$ cat src/rtl/rv_uart_pkg.sv
`default_nettype none
// ============================================================================
// Package     : rv_uart_pkg
// Description : Shared types and elaboration-time helpers for the UART
//               instruction-memory loader.
//                 rx_state_t - serial receiver FSM states
//                 div_ratio  - clocks per oversample tick, rounded to nearest
//                 cnt_width  - bits needed to count from 0 up to max_val
// Revision    : 1.0 - initial release
// ============================================================================
package rv_uart_pkg;

  typedef enum logic [2:0] {
    RX_IDLE    = 3'd0,
    RX_START   = 3'd1,
    RX_DATA    = 3'd2,
    RX_STOP    = 3'd3,
    RX_WAIT_HI = 3'd4
  } rx_state_t;

  function automatic int div_ratio(input int clk_hz, input int baud, input int os);
    return (clk_hz + (baud * os) / 2) / (baud * os);
  endfunction

  function automatic int cnt_width(input int max_val);
    return (max_val < 2) ? 1 : $clog2(max_val + 1);
  endfunction

endpackage
`default_nettype wire

$ cat src/rtl/uart_rx_core.sv
`default_nettype none
// ============================================================================
// Module      : uart_rx_core
// Description : 8N1 serial receiver: 2-flop rx synchroniser, oversample tick
//               divider and receive FSM.
// Ports       : clk        - system clock
//               Rst_n      - asynchronous active-low reset
//               rx         - asynchronous serial input, idle high
//               enable     - receiver enable; low forces the FSM to idle
//               tick       - oversample tick strobe (free-running)
//               idle       - FSM is in RX_IDLE
//               byte_valid - one-cycle pulse in the stop-bit sample cycle
//               byte_data  - received byte, valid with byte_valid
//               frame_err  - one-cycle pulse when the stop bit reads low
// Revision    : 1.0 - initial release
// ============================================================================
module uart_rx_core
  import rv_uart_pkg::*;
#(
  parameter int CLK_HZ     = 100_000_000,
  parameter int BAUD       = 115200,
  parameter int OVERSAMPLE = 16
) (
  input  logic       clk,
  input  logic       Rst_n,
  input  logic       rx,
  input  logic       enable,
  output logic       tick,
  output logic       idle,
  output logic       byte_valid,
  output logic [7:0] byte_data,
  output logic       frame_err
);

  localparam int DIV  = div_ratio(CLK_HZ, BAUD, OVERSAMPLE);
  localparam int DIV_W = cnt_width(DIV - 1);
  localparam int OS_W  = $clog2(OVERSAMPLE);
  localparam logic [DIV_W-1:0] DIV_LAST = DIV_W'(DIV - 1);
  localparam logic [OS_W-1:0]  OS_HALF  = OS_W'(OVERSAMPLE / 2 - 1);
  localparam logic [OS_W-1:0]  OS_LAST  = OS_W'(OVERSAMPLE - 1);

  logic             rx_meta_q, rx_sync_q, rx_prev_q;
  logic [DIV_W-1:0] div_cnt_q;
  rx_state_t        state_q, state_d;
  logic [OS_W-1:0]  os_cnt_q, os_cnt_d;
  logic [2:0]       bit_idx_q, bit_idx_d;
  logic [7:0]       shift_q, shift_d;
  logic             start_det;

  // Falling edge of the synchronised line while idle marks a start bit.
  assign start_det = enable && (state_q == RX_IDLE) && rx_prev_q && !rx_sync_q;
  assign tick      = (div_cnt_q == DIV_LAST);
  assign idle      = (state_q == RX_IDLE);
  assign byte_data = shift_q;

  always_ff @(posedge clk or negedge Rst_n) begin
    if (!Rst_n) begin
      rx_meta_q <= 1'b1;
      rx_sync_q <= 1'b1;
      rx_prev_q <= 1'b1;
      div_cnt_q <= '0;
    end else begin
      rx_meta_q <= rx;
      rx_sync_q <= rx_meta_q;
      rx_prev_q <= rx_sync_q;
      // Restarting on the start edge phase-aligns ticks to the incoming frame.
      if (start_det || tick) div_cnt_q <= '0;
      else                   div_cnt_q <= div_cnt_q + 1'b1;
    end
  end

  always_ff @(posedge clk or negedge Rst_n) begin
    if (!Rst_n) begin
      state_q   <= RX_IDLE;
      os_cnt_q  <= '0;
      bit_idx_q <= '0;
      shift_q   <= '0;
    end else begin
      state_q   <= state_d;
      os_cnt_q  <= os_cnt_d;
      bit_idx_q <= bit_idx_d;
      shift_q   <= shift_d;
    end
  end

  always_comb begin
    state_d    = state_q;
    os_cnt_d   = os_cnt_q;
    bit_idx_d  = bit_idx_q;
    shift_d    = shift_q;
    byte_valid = 1'b0;
    frame_err  = 1'b0;
    case (state_q)
      RX_IDLE: begin
        if (start_det) begin
          state_d  = RX_START;
          os_cnt_d = '0;
        end
      end
      RX_START: begin
        if (tick) begin
          if (os_cnt_q == OS_HALF) begin
            // Middle of the start bit: from here every OVERSAMPLE ticks is mid-bit.
            os_cnt_d  = '0;
            bit_idx_d = '0;
            state_d   = rx_sync_q ? RX_IDLE : RX_DATA;
          end else begin
            os_cnt_d = os_cnt_q + 1'b1;
          end
        end
      end
      RX_DATA: begin
        if (tick) begin
          os_cnt_d = os_cnt_q + 1'b1;
          if (os_cnt_q == OS_LAST) begin
            shift_d   = {rx_sync_q, shift_q[7:1]};
            bit_idx_d = bit_idx_q + 3'd1;
            if (bit_idx_q == 3'd7) state_d = RX_STOP;
          end
        end
      end
      RX_STOP: begin
        if (tick) begin
          os_cnt_d = os_cnt_q + 1'b1;
          if (os_cnt_q == OS_LAST) begin
            if (rx_sync_q) begin
              byte_valid = 1'b1;
              state_d    = RX_IDLE;
            end else begin
              frame_err = 1'b1;
              state_d   = RX_WAIT_HI;
            end
          end
        end
      end
      RX_WAIT_HI: begin
        if (rx_sync_q) state_d = RX_IDLE;
      end
      default: state_d = RX_IDLE;
    endcase
    if (!enable) begin
      state_d    = RX_IDLE;
      byte_valid = 1'b0;
      frame_err  = 1'b0;
    end
  end

endmodule
`default_nettype wire

$ cat src/rtl/uart_imem_loader.sv
`default_nettype none
// ============================================================================
// Module      : uart_imem_loader
// Description : UART program loader feeding the core's instruction memory.
//               Packs received bytes little-endian into 32-bit words and
//               writes them to consecutive word addresses while prog is high.
//               Optional feature macro: LOADER_CHECKSUM_EN (running word sum
//               on checksum; when undefined checksum is tied to zero).
// Ports       : clk, Rst_n          - clock, asynchronous active-low reset
//               rx                  - UART receive pin, idle high
//               prog                - loader enable, rising edge restarts image
//               imem_prog_ena/en    - one-cycle write strobe per word
//               imem_addr/imem_din  - word address and data of the write
//               busy                - byte in flight or partial word held
//               word_count          - words written since prog rose, saturating
//               err_frame           - sticky stop-bit error
//               checksum            - running sum of written words
// Revision    : 1.0 - initial release
// ============================================================================
module uart_imem_loader
  import rv_uart_pkg::*;
#(
  parameter int CLK_HZ       = 100_000_000,
  parameter int BAUD         = 115200,
  parameter int OVERSAMPLE   = 16,
  parameter int ADDR_W       = 10,
  parameter int TIMEOUT_BITS = 32
) (
  input  logic              clk,
  input  logic              Rst_n,
  input  logic              rx,
  input  logic              prog,
  output logic              imem_prog_ena,
  output logic              imem_en,
  output logic [ADDR_W-1:0] imem_addr,
  output logic [31:0]       imem_din,
  output logic              busy,
  output logic [ADDR_W:0]   word_count,
  output logic              err_frame,
  output logic [31:0]       checksum
);

  localparam int TO_TICKS = TIMEOUT_BITS * OVERSAMPLE;
  localparam int TO_W     = cnt_width(TO_TICKS - 1);
  localparam logic [TO_W-1:0] TO_LAST = TO_W'(TO_TICKS - 1);

  logic              tick, rx_idle, byte_valid, frame_err;
  logic [7:0]        byte_data;
  logic              prog_q, wr_q, err_q;
  logic [1:0]        k_q;
  logic [31:0]       din_q;
  logic [ADDR_W-1:0] addr_q;
  logic [ADDR_W:0]   wc_q;
  logic [TO_W-1:0]   to_cnt_q;
  logic              prog_rise, timeout_hit;

  uart_rx_core #(
    .CLK_HZ     (CLK_HZ),
    .BAUD       (BAUD),
    .OVERSAMPLE (OVERSAMPLE)
  ) u_rx (
    .clk        (clk),
    .Rst_n      (Rst_n),
    .rx         (rx),
    .enable     (prog),
    .tick       (tick),
    .idle       (rx_idle),
    .byte_valid (byte_valid),
    .byte_data  (byte_data),
    .frame_err  (frame_err)
  );

  assign prog_rise   = prog && !prog_q;
  assign timeout_hit = (k_q != 2'd0) && rx_idle && tick && (to_cnt_q == TO_LAST);

  always_ff @(posedge clk or negedge Rst_n) begin
    if (!Rst_n) begin
      prog_q   <= 1'b0;
      wr_q     <= 1'b0;
      err_q    <= 1'b0;
      k_q      <= '0;
      din_q    <= '0;
      addr_q   <= '0;
      wc_q     <= '0;
      to_cnt_q <= '0;
    end else begin
      prog_q <= prog;
      wr_q   <= 1'b0;
      if (prog_rise) begin
        addr_q   <= '0;
        wc_q     <= '0;
        err_q    <= 1'b0;
        k_q      <= '0;
        to_cnt_q <= '0;
      end else begin
        // Address advances only after the strobe so it is stable during the write.
        if (wr_q) begin
          addr_q <= addr_q + 1'b1;
          if (wc_q != '1) wc_q <= wc_q + 1'b1;
        end
        if (frame_err) err_q <= 1'b1;
        if (!prog) begin
          k_q <= '0;
        end else if (byte_valid) begin
          din_q[{k_q, 3'b000} +: 8] <= byte_data;
          k_q <= k_q + 2'd1;
          if (k_q == 2'd3) wr_q <= 1'b1;
        end else if (timeout_hit) begin
          k_q <= '0;
        end
        // Idle-time counter runs only while a partial word waits for more bytes.
        if ((k_q == 2'd0) || !rx_idle) to_cnt_q <= '0;
        else if (tick)                 to_cnt_q <= to_cnt_q + 1'b1;
      end
    end
  end

  assign imem_prog_ena = wr_q;
  assign imem_en       = wr_q;
  assign imem_addr     = addr_q;
  assign imem_din      = din_q;
  assign word_count    = wc_q;
  assign err_frame     = err_q;
  assign busy          = !rx_idle || (k_q != 2'd0);

`ifdef LOADER_CHECKSUM_EN
  logic [31:0] cks_q;

  always_ff @(posedge clk or negedge Rst_n) begin
    if (!Rst_n)         cks_q <= '0;
    else if (prog_rise) cks_q <= '0;
    else if (wr_q)      cks_q <= cks_q + din_q;
  end

  assign checksum = cks_q;
`else
  assign checksum = 32'h0;
`endif

endmodule
`default_nettype wire
$ cat config.mk
export PLATFORM = sky130hd
export DESIGN_NAME = uart_imem_loader
export DESIGN_NICKNAME = d
export VERILOG_FILES = /design/src/rtl/rv_uart_pkg.sv /design/src/rtl/uart_rx_core.sv /design/src/rtl/uart_imem_loader.sv
export SDC_FILE = /design/constraint.sdc
export NUM_CORES = 1
export LEC_CHECK = 0
export BUFFER_PORTS_ARGS = -buffer_cell sky130_fd_sc_hd__buf_4
export CORE_AREA = 2 2 107 109
export DETAILED_ROUTE_END_ITERATION = 16
export DIE_AREA = 0 0 109 111
export PLACE_DENSITY = 0.71
export SLEW_MARGIN = 20
export SYNTH_ARGS = -nofsm -noshare
export SYNTH_HDL_FRONTEND = slang
export SYNTH_SLANG_ARGS = --single-unit
$ cat constraint.sdc
create_clock -name clk -period 2.6 [get_ports clk]
set_clock_uncertainty 0.1 [all_clocks]
set_input_delay 0.13 -clock clk [delete_from_list [all_inputs] [get_ports clk]]
set_output_delay 0.13 -clock clk [all_outputs]
set_load 0.02 [all_outputs]
; ---- Yosys cells after proc, flatten, opt, wreduce, memory -nomap -nowiden
; Index checks and enable logic that the tools add are counted.
[totals]
reg_bits = 94
latch_bits = 0
ramBits = 0
romBits = 0
input_bits = 4
out_inout_bits = 89
wordCells = 136
memories = 0
[classes]
n_addsub = 8
mul = 0
div_mod_pow = 0
order_cmp = 0
n_eq_ne = 27
n_shift = 2
n_mux = 53
n_bitwise = 1
n_reduce_logical = 29
[ops]
columns = operator, n
row1 = 3-bit 2-to-1 mux, 15
row2 = 11-bit 2-to-1 mux, 3
row3 = 32-bit bitwise mux, 1
row4 = "8-bit by 7-bit variable shift with 32-bit output, first input constant", 1
row5 = 8-bit by 7-bit variable part select with 32-bit output, 1
row6 = 9-bit 2-to-1 mux, 3
row7 = 10-bit 2-to-1 mux, 2
row8 = "3-bit by 2-bit != test with 1-bit output, second input constant", 6
row9 = 1-bit 2-to-1 mux, 16
row10 = 4-bit 2-to-1 mux, 4
row11 = 3-bit one-hot mux with 5 select lines, 1
row12 = 4-bit one-hot mux with 3 select lines, 1
row13 = "11-bit by 1-bit adder with 11-bit output, second input constant", 1
row14 = "11-bit != test, second input constant", 1
row15 = "10-bit by 1-bit adder with 10-bit output, second input constant", 1
row16 = 2-bit 2-to-1 mux, 5
row17 = 2-bit nonzero test, 5
row18 = "9-bit by 1-bit adder with 9-bit output, second input constant", 1
row19 = "9-bit equality test, second input constant", 1
row20 = "3-bit != test, second input constant", 3
row21 = 9-bit AND reduction, 1
row22 = "2-bit by 1-bit != test with 1-bit output, second input constant", 4
row23 = 1-bit logical AND, 7
row24 = 5-bit negator with 7-bit output, 1
row25 = 26 further kinds, 35

; ---- Logic depth before layout (Yosys ltp)
[depth]
depth_word = 8
mapped_depth = 7

; ---- Cells and area by module
; Synthesis repeated with hierarchy kept, for this count alone.
[hier_totals]
hier_cells = 476
area_unflattened_um2 = 4703.3
[by_module_without_submodules]
columns = mod, n_inst, cells_per_inst, area_each_um2, seq_area_each_um2
row1 = uart_imem_loader, 1, 349, 3316.9, 1676.6
row2 = uart_rx_core, 1, 127, 1386.3, 679.4

; ---- Worst setup path after synthesis
; Ideal clock, no wire load.
[synth_path]
kind = register to register
from = reg k_q[0]
to = reg to_cnt_q[5]
setup_ps = 83
arrival_ps = 1812
setup_slack_ps = 605
path_stages_with_launch = 7
path_buffers = 0
synth_period_minus_slack_ps = 1995
path_cell_list = dfrtp_1 -> inv_1 -> ha_1 -> nor4_2 -> nand2_1 -> or4_1 -> o21ai_0
[synth_via]
elab_chain_len = 4
word_cells_on_any_way = 5
classes_between = 2 x mux / 3 x reduce/logical
[synth_lines]
columns = item, line_no
row1 = start: declaration, uart_imem_loader.sv:50  ; logic [1:0] k_q;
row2 = start signal: assignment, uart_imem_loader.sv:106  ; k_q <= k_q + 2'd1;
row3 = 2-bit zero test *, uart_imem_loader.sv:112  ; if ((k_q == 2'd0) || !rx_idle) to_cnt_q <= '0;
row4 = 1-bit logical OR *, uart_imem_loader.sv:112
row5 = 9-bit 2-to-1 mux, uart_imem_loader.sv:112
row6 = 9-bit 2-to-1 mux, uart_imem_loader.sv:89  ; if (prog_rise) begin
row7 = end signal: assignment, uart_imem_loader.sv:113  ; else if (tick) to_cnt_q <= to_cnt_q + 1'b1;
row8 = end: declaration, uart_imem_loader.sv:54  ; logic [TO_W-1:0] to_cnt_q;
; Every way passes the cells marked *; elsewhere a longest branch is shown, timed or not.
; A chain may end at the register's enable or synchronous reset.

; ---- Final worst setup path
; Same ends and word-level chain as after synthesis.

==> out/metrics.yaml <==
routing:
  drt-total-wl_um: 9790
  drt_pass1_iterations: 4
  drc: 0
  vias_per_cell: 5.03
  antenna_left: 0
  wl_per_cell_um: 14.2
  first_iter_violations: 313
  via_count: 3462
grt:
  grt_overflow: 0
  grt_pass1_vias: 3302
  grt_util_met3_pct: 3.82
  grt_usage_pct: 16.9
  grt_pass1_wl_um: 16100
  antenna_found_initial: 0
  grtUsageMet1_pct: 23.3
  grt_max_degree: 51
  grt_busiest_layer: "met2"
  met2_usage_pct: 26.5
critical_path:
  worstPathCellList: "inv_1, ha_1, nor4_2, nand2_1, or4_1, o21ai_0"
  path_buf_inv: 1
  worstSetupPathType: "flop to flop"
  crit_required_ns: 2.76
  worstPathArrival_ns: 2.58
  endpoint: "to_cnt_q[5]"
  cp_top_family: "simple AND/OR/NAND/NOR gates"
  crit_cells: 6
  reg2reg_slack_ns: 0.18
  startpoint_type: "flop"
  cp_max_fo: 9
  reg2reg_depth: 6
  regToRegEndpoint: "to_cnt_q[5]"
  timing.rr.start: "k_q[0]"
  startpoint: "k_q[0]"
  critPathSlowestCell: "or4_1"
  max_stage_delay_ns: 0.54
  cp-end-kind: "flop"
placed_design:
  dp_hpwl_um: 6740
  io_buffers: 60
  pre_cts_ws_ns: 0.220
  gp_congestion: 0.827
cts:
  cts_root_buf: "clkbuf_16"
  hold_buffers: 3
  cts.sinks: 94
  cts_resized: 0
  cts_tree: "done"
  clock_path_buffers: 2
  postCtsSetupBuffers: 0
  htree_num_levels: 3
  numCtsBuffers: 9
  clkLatencyLatePin_ns: 0.35
  clkTransAtPathRegs_ns: 0.07
yosys:
  ys_warn_count: 0
  async_flop_share_pct: 100
  ys_top_cells_by_area: "dfrtp_1 (47%), mux2i_1 (7.3%), buf_4 (5.3%), nand2_1 (4.1%), ha_1 (3.6%)"
  synth_edf_count: 0
  ys_seq_elements: 94
  synthCells: 472
  synth_top_flop_cell: "dfrtp_1"
  synth.distinct_cells: 53
  yosysSeqAreaShare_pct: 49.0
  synth_top_area_share_pct: 47.4
  syn_avg_cell_area_um2: 10.2
  synth_top_cell_by_area: "dfrtp_1"
  syn_area_mm2: 0.00481
die:
  start_util_pct: 43.4
  io_pins: 93
  die-area_mm2: 0.0121
  coreArea_mm2: 0.0111
  std_cell_rows: 39
  die_x_um: 109
  die_h_um: 111
power_and_ir_drop:
  p_sw_uw: 765
  p_sw_share_pct: 23.9
  p_int_uw: 2440
  leakagePower_uw: 0.00295
  ir_drop_mv: 0.278
  power_frac_clock_pct: 45.4
  comb_power_share_pct: 6.4
  p_per_area_mw_per_mm2: 565
  p_seq_share_pct: 48.2
final_layout:
  multiInputGateArea_mm2: 0.00212
  fin_nets: 558
  final_cell_mix: "dfrtp_1 (91), buf_4 (65), nand2_1 (52)"
  nFillCells: 955
  antenna_cells: 0
  area.growth.synth_to_final_pct: 18.2
  seqCellArea_mm2: 0.00236
  drive_above_1_share_pct: 20.0
  layout_commonest_cell: "dfrtp_1"
timing:
  layout_setup_ws_ns: 0.176
  fin_setup_tns_ns: 0
  setup_viol: 0
  relSlewSlack_pct: 59.7
  layout_min_cycle_time_ns: 2.42
  drv_slew: 0
  fin_crit_sh_pct: 93.2
  max_freq_ghz: 0.413
  rsz0062_at_grt: "false"
  finalHoldViolCount: 0
  tightest_slew_ns: 0.605
status:
  status: "complete, no violations"
run:
  maxCapViolCount: 0
hold_path:
  worstHoldPathType: "input port to asynchronous set/reset pin"
[cell type report]
class	instances	area share, %
Sequential cell	94	41.5
Multi-Input combinational cell	324	37.3
Timing Repair Buffer	69	9.47
Clock buffer	10	4.21
Tap cell	143	3.15
Inverter	42	2.77
Clock inverter	6	1.65
[sequential cells by signal, summed over array words and instances, names as in the netlist]
name / count
word_count: 11
err_frame: 1
u_rx.bit_idx_q: 3
imem_din: 32
u_rx.byte_data: 8
u_rx.state_q: 3
u_rx.os_cnt_q: 4
u_rx.rx_meta_q: 1
u_rx.rx_prev_q: 1
u_rx.div_cnt_q: 6
to_cnt_q: 9
u_rx.rx_sync_q: 1
k_q: 2
prog_q: 1
imem_en: 1
imem_addr: 10
[through the flow]
stage | instances | util (%) | power (µW) | cell area (µm²) | hold slack, ns
2_1_floorplan | 503 | - | 1750 | 4920 | -0.266
3_3_place_gp | 669 | 48.0 | 1770 | 5320 | 0.0844
3_5_place_dp | 669 | 48.0 | 1780 | 5320 | 0.0850
4_1_cts | 688 | 51.3 | 3230 | 5680 | 0.256
5_1_grt | 688 | 51.3 | 3320 | 5680 | 0.266
6_report | 688 | 51.3 | 3210 | 5680 | 0.226
[power by group through the flow]
stage               logic, µW  registers [µW]  clock network (µW)
finish                    205            1550                1460
global route              234            1550                1540
global placement          198            1570                   0
CTS                       210            1550                1470
floorplan                 181            1560                   0
detailed placement        204            1570                   0
[worst min-delay path by stage]
stage,depth (start not counted),end,startpoint,slack [ns]
global route,0,u_rx.rx_sync_q,u_rx.rx_meta_q,0.27
finish,2,imem_addr[8],Rst_n,0.23
CTS,2,imem_addr[8],Rst_n,0.26
detailed placement,1,imem_addr[8],Rst_n,0.08
floorplan,0,err_frame,Rst_n,-0.27
global placement,1,imem_addr[7],Rst_n,0.08
[layer usage]
layer / wire length [µm] / vias up / share of wire, %
li1: - / 1674 / -
met4: 139 / 0 / 1.4
met3: 393 / 16 / 4.0
met1: 4510 / 1702 / 46
met2: 4750 / 70 / 48
met5: 0 / - / 0
[cell usage after synthesis, types with 2 or more instances]
cell / instances
o2111ai_1: 2
mux2i_1: 35
o21ai_0: 8
o311ai_0: 2
nand2b_1: 2
clkbuf_1: 6
o31ai_1: 7
a31oi_1: 2
xor2_1: 16
nor2_1: 39
a21oi_1: 7
buf_4: 34
and3_1: 10
mux2_2: 11
inv_1: 42
xnor2_1: 8
dfrtp_1: 91
a31o_2: 2
and4_1: 4
nand3_1: 17
nand2_2: 4
nand2_1: 52
nor3b_1: 4
dfstp_2: 3
nor3_1: 7
nand4b_1: 2
or3_1: 4
nor2b_1: 2
buf_2: 3
ha_1: 14
nand4_1: 10
[logic make-up (layout without fill, tap and decap cells)]
logic type / Yosys count / in the layout / share of synthesized area (%)
mux: 46 / 46 / 9.86
flops: 94 / 94 / 49.0
other cells: 1 / 32 / 0.0780
simple gates: 169 / 169 / 18.1
xor+xnor: 24 / 24 / 4.37
buf+inv: 85 / 127 / 9.37
compound gates: 39 / 39 / 5.62
fa+ha+maj: 14 / 14 / 3.64
Power figures use the tool's default switching activity.
